$ cat config.mk
export PLATFORM = sky130hd
export DESIGN_NAME = bcd_to_bin_flat
export DESIGN_NICKNAME = d
export VERILOG_FILES = /design/src/rtl/bcd_to_bin_if.sv /design/src/rtl/bcd_to_bin.sv /design/src/flat_wrapper.sv
export SDC_FILE = /design/constraint.sdc
export NUM_CORES = 1
export LEC_CHECK = 0
export CORE_MARGIN = 5
export CORE_UTILIZATION = 60
export CTS_BUF_LIST = sky130_fd_sc_hd__clkbuf_8
export DETAILED_ROUTE_END_ITERATION = 10
export PLACE_DENSITY = 0.86
export SLEW_MARGIN = 20
export SYNTH_ARGS = -nofsm -noshare
export SYNTH_HDL_FRONTEND = slang
export SYNTH_SLANG_ARGS = --single-unit
$ cat constraint.sdc
create_clock -name clk -period 4.7 [get_ports clk]
set_clock_uncertainty 0.05 [all_clocks]
set_input_delay 1.41 -clock clk [delete_from_list [all_inputs] [get_ports clk]]
set_output_delay 1.41 -clock clk [all_outputs]
set_load 0.005 [all_outputs]
$ cat src/rtl/bcd_to_bin_if.sv
// Request/result bundle for the 3-digit BCD to binary converter.
// The master drives the request; the slave returns result and status.
interface bcd_to_bin_if;
    logic        synch;
    logic [3:0]  dec_in1;
    logic [3:0]  dec_in2;
    logic [3:0]  dec_in3;
    logic [11:0] bin_out;
    logic        busy;
    logic        done;
    logic        err;

    modport master (
        output synch, dec_in1, dec_in2, dec_in3,
        input  bin_out, busy, done, err
    );

    modport slave (
        input  synch, dec_in1, dec_in2, dec_in3,
        output bin_out, busy, done, err
    );
endinterface

$ cat src/rtl/bcd_to_bin.sv
// Sequential 3-digit BCD to binary converter using reverse double-dabble.
// It performs 12 shifts with an add-minus-3 correction between them.
module bcd_to_bin (
    input  logic         clk,
    input  logic         rst,
    bcd_to_bin_if.slave  bus
);
    typedef enum logic [1:0] {
        S_IDLE,
        S_SHIFT,
        S_ADJUST,
        S_DONE
    } state_t;

    state_t      r_state;
    logic [11:0] r_bcd;
    logic [11:0] r_bin;
    logic [3:0]  r_cnt;
    logic [11:0] r_bin_out;
    logic        r_busy;
    logic        r_done;
    logic        r_err;

    logic        w_invalid;
    logic [11:0] w_bcd_adj;

    function automatic logic [3:0] adj_nibble(input logic [3:0] n);
        return (n >= 4'd8) ? (n - 4'd3) : n;
    endfunction

    assign w_invalid = (bus.dec_in1 > 4'd9) || (bus.dec_in2 > 4'd9) || (bus.dec_in3 > 4'd9);

    // Every nibble is corrected from the pre-cycle register value, never from a partial update.
    assign w_bcd_adj = {adj_nibble(r_bcd[11:8]), adj_nibble(r_bcd[7:4]), adj_nibble(r_bcd[3:0])};

    always_ff @(posedge clk) begin
        if (rst) begin
            r_state   <= S_IDLE;
            r_bcd     <= '0;
            r_bin     <= '0;
            r_cnt     <= '0;
            r_bin_out <= '0;
            r_busy    <= 1'b0;
            r_done    <= 1'b0;
            r_err     <= 1'b0;
        end else begin
            r_done <= 1'b0;
            case (r_state)
                S_IDLE: begin
                    if (bus.synch) begin
                        if (w_invalid) begin
                            r_err  <= 1'b1;
                            r_done <= 1'b1;
                        end else begin
                            r_bcd   <= {bus.dec_in1, bus.dec_in2, bus.dec_in3};
                            r_bin   <= '0;
                            r_cnt   <= '0;
                            r_err   <= 1'b0;
                            r_busy  <= 1'b1;
                            r_state <= S_SHIFT;
                        end
                    end
                end
                S_SHIFT: begin
                    {r_bcd, r_bin} <= {1'b0, r_bcd, r_bin[11:1]};
                    r_cnt          <= r_cnt + 4'd1;
                    r_state        <= (r_cnt == 4'd11) ? S_DONE : S_ADJUST;
                end
                S_ADJUST: begin
                    r_bcd   <= w_bcd_adj;
                    r_state <= S_SHIFT;
                end
                S_DONE: begin
                    r_bin_out <= r_bin;
                    r_done    <= 1'b1;
                    r_busy    <= 1'b0;
                    r_state   <= S_IDLE;
                end
                default: r_state <= S_IDLE;
            endcase
        end
    end

    assign bus.bin_out = r_bin_out;
    assign bus.busy    = r_busy;
    assign bus.done    = r_done;
    assign bus.err     = r_err;
endmodule

$ cat src/flat_wrapper.sv
// flat-port wrapper written by rule: the top's interface ports become plain ports
module bcd_to_bin_flat 
  (clk, rst, bus_synch, bus_dec_in1, bus_dec_in2, bus_dec_in3, bus_bin_out, bus_busy, bus_done, bus_err);
  bcd_to_bin_if bus_i ();
  input  logic clk;
  input  logic rst;
  input wire logic [$bits(bus_i.synch)-1:0] bus_synch;
  input wire logic [$bits(bus_i.dec_in1)-1:0] bus_dec_in1;
  input wire logic [$bits(bus_i.dec_in2)-1:0] bus_dec_in2;
  input wire logic [$bits(bus_i.dec_in3)-1:0] bus_dec_in3;
  output wire logic [$bits(bus_i.bin_out)-1:0] bus_bin_out;
  output wire logic [$bits(bus_i.busy)-1:0] bus_busy;
  output wire logic [$bits(bus_i.done)-1:0] bus_done;
  output wire logic [$bits(bus_i.err)-1:0] bus_err;
  assign bus_i.synch = bus_synch;
  assign bus_i.dec_in1 = bus_dec_in1;
  assign bus_i.dec_in2 = bus_dec_in2;
  assign bus_i.dec_in3 = bus_dec_in3;
  assign bus_bin_out = bus_i.bin_out;
  assign bus_busy = bus_i.busy;
  assign bus_done = bus_i.done;
  assign bus_err = bus_i.err;
  bcd_to_bin u_core (.clk(clk), .rst(rst), .bus(bus_i));
endmodule
Yosys cells after proc, flatten, opt, wreduce, memory -nomap -nowiden --
Cells that the tools add are included.
Operators by class: $add $sub $neg 4, $lt $le $gt $ge 6, equality and inequality tests 9, multiplexer cells 22, reductions and logical operators 13
Operators with widths (number):
- two-way mux 12 bit | 4
- case mux 12 bit (3 select lines) | 1
- case mux 12 bit (2 select lines) | 1
- two-way mux 4 bit | 5
- greater-or-equal comparator 4 bit, second input constant | 3
- greater-than comparator 4 bit, second input constant | 3
- AND reduction 4 bit | 3
- subtractor 4 x 2 -> 4 bit, second input constant | 3
- case mux 2 bit (4 select lines) | 1
- case mux 4 bit (2 select lines) | 1
- != test 2 x 1 -> 1 bit, second input constant | 3
- AND reduction 3 bit | 2
- two-way mux 1 bit | 5
- adder 4 x 1 -> 4 bit, second input constant | 1
- equality test 2 bit, second input constant | 2
- equality test 4 bit, second input constant | 1
- two-way mux 2 bit | 2
- != test 2 bit, second input constant | 2
- case mux 1 bit (2 select lines) | 2
- AND reduction 2 bit | 2
- nonzero test 2 bit | 2
- nonzero test 3 bit | 1
- equality test 2 x 1 -> 1 bit, second input constant | 1
- logical NOT 2 bit | 1
- logical OR 1 bit | 2
Storage, ports and cells: bits in registers 45, input bits 15, output and inout bits 15

Depth between registers and ports, before layout --
Gate-level depths: netlist (run 1).
depth in word-level cells 6, gate-level depth with buffers 8, depth with buffers taken out 6

Least setup slack after synthesis (run 1) --
Ideal clock, no wire load.
kind input -> register, from input bus_dec_in1[2], to register u_core.r_bcd[4], library setup time 0.071 ns, data arrival time 2.486 ns, setup slack 2.093 ns, cell stages on the path 5, path buffers 1, cells stage by stage o21ai_4 a41oi_4 buf_6 or4_1 a21oi_1
Between the ends: word-level cells in the longest chain between the ends 5
RTL lines:
- start: declaration | line flat_wrapper.sv:8 | input wire logic [$bits(bus_i.dec_in1)-1:0] bus_dec_in1;
- greater-than comparator 4 bit | line bcd_to_bin.sv:31 | assign w_invalid = (bus.dec_in1 > 4'd9) || (bus.dec_in2 > 4'd9) || (bus.dec_in3 > 4'd9);
- logical OR 1 bit (2 in series) | line bcd_to_bin.sv:31
- != test 2 bit (no source line)
- AND reduction 4 bit (no source line)
- end signal: assignment | line bcd_to_bin.sv:55 | r_bcd <= {bus.dec_in1, bus.dec_in2, bus.dec_in3};
- end signal: assignment | line bcd_to_bin.sv:65 | {r_bcd, r_bin} <= {1'b0, r_bcd, r_bin[11:1]};
- end signal: assignment | line bcd_to_bin.sv:70 | r_bcd <= w_bcd_adj;
- end: declaration | line bcd_to_bin.sv:16 | logic [11:0] r_bcd;
Every way passes these cells. A chain may end at the register's enable or synchronous reset.

Final worst setup path (run 1) --
from input bus_synch, to register u_core.r_cnt[0]
Between the ends: word-level cells in the longest chain between the ends 2
RTL lines:
- start: declaration | line flat_wrapper.sv:7 | input wire logic [$bits(bus_i.synch)-1:0] bus_synch;
- != test 2 bit (no source line)
- AND reduction 3 bit (no source line)
- end signal: assignment | line bcd_to_bin.sv:66 | r_cnt <= r_cnt + 4'd1;
- end: declaration | line bcd_to_bin.sv:18 | logic [3:0] r_cnt;
Every way passes these cells.

==> results of run 1 <==
## layout by cell type (no fill, tap or decap), types with 2 or more instances in the layout
cell type        synthesis  routed
nor2_1                  28      28
clkbuf_8                 0       5
o21ai_4                  3       3
o21ai_0                 12      12
a22o_1                  14      14
mux2i_1                 13      13
nor3_1                   3       3
a21oi_1                 15      15
dfxtp_1                 45      45
clkdlybuf4s50_1          0      29
bufinv_16                0       2
ha_1                    11      11
o211ai_1                 2       2
nand2_1                  4       4
inv_1                   15      15
xnor2_1                  3       3
a221oi_1                11      11
or4_1                    9       9
a211oi_1                 4       4
nand3_1                  2       2
## routing by layer
metal,up-vias,track usage (%)
met5,-,0
met3,11,4.20
li1,872,-
met2,60,29.7
met1,846,26.0
met4,0,7.23
## sequential cells by signal (all words and copies together) (netlist names)
| name | cells |
|---|---|
| u_core.bus.done | 1 |
| u_core.r_bcd | 12 |
| u_core.bus.busy | 1 |
| u_core.r_cnt | 4 |
| u_core.bus.err | 1 |
| u_core.r_state | 2 |
| u_core.bus.bin_out | 12 |
| u_core.r_bin | 12 |
## worst max-delay path: stages
cell and delay [ns]:
clkdlybuf4s50_1 0.45, and2_4 0.20, and4_1 0.25, nor3_2 0.71, mux2_2 0.29
## worst paths after layout
kind                                         end  slack (ns)  depth (start not counted)         startpoint
worst min register to register  u_core.r_bcd[11]        0.44                          2   u_core.r_bcd[11]
worst max register to register   u_core.r_bcd[2]        2.34                          6  u_core.r_state[0]
worst min-delay path            u_core.r_bcd[11]        0.44                          2   u_core.r_bcd[11]
worst max-delay path             u_core.r_cnt[0]        1.58                          5          bus_synch
## power by group
group          switching (mW)  internal (mW)  total [mW]
clock                   0.132          0.214       0.346
combinational           0.200          0.134       0.334
sequential             0.0395          0.419       0.458
total                   0.371          0.767        1.14
## cells by family after synthesis
family / after synthesis / synth area share (%)
xor gates and xnor gates: 3 / 1.22
muxes: 14 / 6.58
DFF: 45 / 42.0
and+or+nand+nor: 55 / 13.0
buffers and inverters: 29 / 5.77
AOI/OAI and AO/OA: 69 / 25.1
adders and majority gates: 11 / 6.41
## area by class of cell
type                       instances  share of cell area [%]
clock inverter                     3                    2.68
clock buffer                       5                    2.68
sequential                        45                    35.0
tap                               46                    2.24
multi-input combinational        152                    43.6
timing repair buffer              30                    11.6
inverter                          15                    2.19
==> results.md, run 1 <==
- Status: finished clean
- Hold buffers post-CTS: 0
- Asr flop ratio synth: 0%
- Fraction of layout cells with a size suffix above 1: 7.60%
- Placed cell area: 2430 sq um
- Final WL: around 4.6 mm
- Worst EP arrival: between 3 and 4 ns
- Maximum VDD drop: 0.294 mV
- Pre-CTS setup slack: 1.31 ns
- Final Wtd Congestion: between 0.8 and 0.9
- Synth warn: 0
- Fin. Hold Viols: 0
- Reg area: ~900 sq um
- Latest clock arrival within the worst-skew pair: approximately 0.30 ns
- Post-synth top cells: dfxtp_1, nor2_1, a21oi_1, inv_1, a22o_1
- Max-slew violation count: 0
- Antenna cells: 0
- Synth area leaders: dfxtp_1, ha_1, mux2i_1
- RSZ-0062 raised after global routing: false
- H-tree depth: 2
- Main synth FF type: dfxtp_1
- CTS tree: yes
- Initial antenna violation count: 0
- Power Density: ~440 nW/um^2
- Mapped cell area: around 2100 sq um
- Post-route ant nets: 0
- Final period util: 66.4%
- Post-CTS Setup Bufs: 0
- WP data required: around 4.9 ns
- Metal3 WL: about 220 microns
- Min Tclk post-route: ~3.1 ns
- Yosys reg bits: 45
- DR vias: approximately 1,800
- Hold Slack: around 0.44 ns
- Synth cell types: 39
- M1 WL: around 2.1 mm
- Final HPWL DP: between 2 and 3 mm
- Total power: between 1 and 1.5 mW
- Multi-input gate area: roughly 1100 sq um
- Ports: 30
- Top sig layer: met4
- Endpoints failing setup: 0
- Post-Syn Area per Cell: between 9 and 10 sq um
- Area delta synth->final: 19.8%
- Setup ws final: between 1.5 and 2 ns
- Vias in the first global route: 1,631
- Worst Tran Pin Value: 0.865 ns
- Non-filler cells, final: around 300
- Die Width: 69.8 microns
- # DRC: 0
- Root buf cell: clkbuf_8
- Clock Sink Count: between 40 and 50
- Largest net degree at the start of global routing: 22
- Worst min-delay path class: reg -> reg
- CTS buffer count: 5
- Layout filler cell count: 234
- Fin area: 2570 sq um
- Fin util: approximately 76%
- Die area: 4870 sq um
- Setup_tns: 0 ns
- Seq/Total Area, Yosys: 42.0%
- Nets: ~280
- Cts repair resizes: 0
- Clk slew on worst S/H paths: ~0.08 ns
- Core Area: around 3400 sq um
- # Max-Cap Violations: 0
- Remaining global-route overflow: 0
- Drt first pass iters: 4
- Number of synthesized flops with an enable pin: 0
- Initial Util: 63.3%
- Critical path fanouts, max: 15
- First-pass GRT wire length: around 7.7 mm
- Worst slew margin: ~42%
- Iter 0 DRT Violations: about 150
- Yosys top cell area share: around two fifths
- Area leader, netlist: dfxtp_1
- DR vias/cell: 6.04
- Synth Net Count: ~250
- Syn Inst Count: 226
- Port Buffers: 29
- CP endpoint kind: flip-flop
- FMAX: 321 MHz
- Crit Path Category: in -> reg
- Leakage: around 0.92 nW
- DR WL met2: 2.17 mm
- Total global-route track usage: between 10% and 20%
- WL/cell: about 16 microns
- FP Rows: 21
- Die Y: 69.8 microns
- CP Launch Type: input pin
- DP Cell Count: 288
- Longest Clk Path Bufs: 2
- Top-count cell post-synth: dfxtp_1
Power figures use the tool's default switching activity.
==> run 2, diff against run 1 <==
--- a/config.mk
+++ b/config.mk
@@ -6,10 +6,10 @@
 export NUM_CORES = 1
 export LEC_CHECK = 0
 export CORE_MARGIN = 5
-export CORE_UTILIZATION = 60
+export CORE_UTILIZATION = 56
 export CTS_BUF_LIST = sky130_fd_sc_hd__clkbuf_8
 export DETAILED_ROUTE_END_ITERATION = 10
-export PLACE_DENSITY = 0.86
+export PLACE_DENSITY = 0.81
 export SLEW_MARGIN = 20
 export SYNTH_ARGS = -nofsm -noshare
 export SYNTH_HDL_FRONTEND = slang
==> constraint.sdc (replaced) <==
create_clock -name clk -period 3.1 [get_ports clk]
set_clock_uncertainty 0.05 [all_clocks]
set_input_delay 0.93 -clock clk [delete_from_list [all_inputs] [get_ports clk]]
set_output_delay 0.93 -clock clk [all_outputs]
set_load 0.005 [all_outputs]
==> results.md, run 2 (same netlist as run 1, synthesis figures left out) <==
- Iter 0 DRT Violations: 143 (-6.5%)
- Min Tclk post-route: 2.60 ns
- H-tree depth: 2 (unchanged)
- Placed cell area: 2460 sq um (+1.0%)
- Final period util: 83.8%
- Die area: 5170 sq um (+6.1%)
- Post-CTS Setup Bufs: 0 (unchanged)
- CTS tree: yes
- Crit Path Category: in -> reg
- WL/cell: 13.6 microns (-12%)
- Core Area: 3690 sq um (+8.8%)
- FP Rows: 22 (+4.8%)
- Clock Sink Count: 45 (unchanged)
- DR vias: 1,711 (-4.4%)
- Die Width: 71.9 microns (+3.0%)
- Status: finished clean
- RSZ-0062 raised after global routing: false
- Worst Tran Pin Value: 0.807 ns (-0.0579 ns)
- Fin. Hold Viols: 0 (unchanged)
- Final Wtd Congestion: 0.888 (+7.6%)
- Die Y: 71.9 microns (+3.0%)
- Worst slew margin: 45.9% (+3.9 points)
- Initial Util: 58.2% (-5.1 points)
- Setup_tns: 0 ns (unchanged)
- Final WL: 4.10 mm (-11%)
- Post-route ant nets: 0 (unchanged)
- Leakage: 0.912 nW (-1.0%)
- Root buf cell: clkbuf_8
- Latest clock arrival within the worst-skew pair: 0.30 ns (about the same)
- DR vias/cell: 5.68 (-5.9%)
- Hold buffers post-CTS: 0 (unchanged)
- Fin area: 2550 sq um (-0.88%)
- First-pass GRT wire length: 7.22 mm (-6.4%)
- Fraction of layout cells with a size suffix above 1: 8.70% (+1.1 points)
- Power Density: 607 nW/um^2 (+37%)
- Ports: 30 (unchanged)
- Worst min-delay path class: reg -> reg
- Clk slew on worst S/H paths: 0.09 ns (about the same)
- Endpoints failing setup: 0 (unchanged)
- # Max-Cap Violations: 0 (unchanged)
- Initial antenna violation count: 0 (unchanged)
- Worst EP arrival: 2.79 ns (-0.53 ns)
- Maximum VDD drop: 0.346 mV (+18%)
- CTS buffer count: 5 (unchanged)
- Vias in the first global route: 1,555 (-4.7%)
- Area delta synth->final: 18.8%
- CP Launch Type: input pin
- Antenna cells: 0 (unchanged)
- Largest net degree at the start of global routing: 22 (unchanged)
- Nets: 278 (+1.1%)
- # DRC: 0 (unchanged)
- FMAX: 385 MHz
- Longest Clk Path Bufs: 2 (unchanged)
- Final HPWL DP: 2.90 mm (-3.1%)
- Drt first pass iters: 4 (unchanged)
- Total global-route track usage: 17.3% (-1.9 points)
- Cts repair resizes: 0 (unchanged)
- Commonest non-fill, non-tap cell in the layout: dfxtp_1
- Commonest cells after routing, fill and taps aside: dfxtp_1, clkdlybuf4s50_1, nor2_1
- WP data required: 3.29 ns (-1.61 ns)
- CP endpoint kind: flip-flop
- Critical path fanouts, max: 15 (unchanged)
- Max-slew violation count: 0 (unchanged)
- Remaining global-route overflow: 0 (unchanged)
- Port Buffers: 29 (unchanged)
[run 2: cell types whose count changed in the layout (fill, tap and decap cells not counted)]
| cell | before | now |
|---|---|---|
| buf_4 | 1 | 4 |
| bufinv_16 | 2 | 0 |
| clkinvlp_4 | 0 | 1 |
| clkinv_2 | 0 | 1 |
[run 2: where the power goes]
part	internal (mW)	switching, mW	total [mW]	leakage (nW)
Combinational	0.213	0.289	0.502	0.503
Clock	0.160	0.196	0.356	0.0445
Sequential	0.635	0.0549	0.690	0.365
Total	1.01	0.540	1.55	0.912
[run 2: area by class of cell]
cell class,count,area [sq um]
Clock buffer,5,68.8
Inverter,15,56.3
Clock inverter,3,21.3
Sequential cell,45,901
Multi-Input combinational cell,152,1120
Tap cell,48,60.1
Fill cell,313,1140
Timing Repair Buffer,33,320
[run 2: per-layer routing]
metal	wire length, microns	global-route usage (%)	vias to the layer above	part of all wire [%]
li1	-	-	885	-
met1	2070	25.1	775	51
met2	1760	24.9	47	43
met3	217	4.71	4	5.3
met4	51	5.43	0	1.2
met5	0	0	-	0
[run 2: critical path, cell delays in order]
cell and delay [ns]:
clkdlybuf4s50_1 0.46, and2_4 0.21, and4_1 0.24, nor3_2 0.67, mux2_2 0.28
[run 2: per-stage QoR]
step	hold slack (ns)	power (mW)	cells	utilization [%]	setup slack, ns
final	0.434	1.55	301	69.1	0.503
after detailed placement	0.417	1.20	293	66.7	0.168
after global routing	0.452	1.67	301	69.1	0.375
after floorplan	0.392	1.08	226	-	0.973
after global placement	0.413	1.20	293	66.7	0.179
after CTS	0.431	1.56	301	69.1	0.478
[run 2: path summary, 6_finish.rpt]
| check | startpoint | to | slack [ns] | cells past startpoint |
|---|---|---|---|---|
| min | u_core.r_bcd[11] | u_core.r_bcd[11] | 0.43 | 2 |
| max | bus_synch | u_core.r_cnt[0] | 0.50 | 5 |
| min reg2reg | u_core.r_bcd[11] | u_core.r_bcd[11] | 0.43 | 2 |
| max reg2reg | u_core.r_state[1] | u_core.r_bcd[5] | 0.86 | 6 |
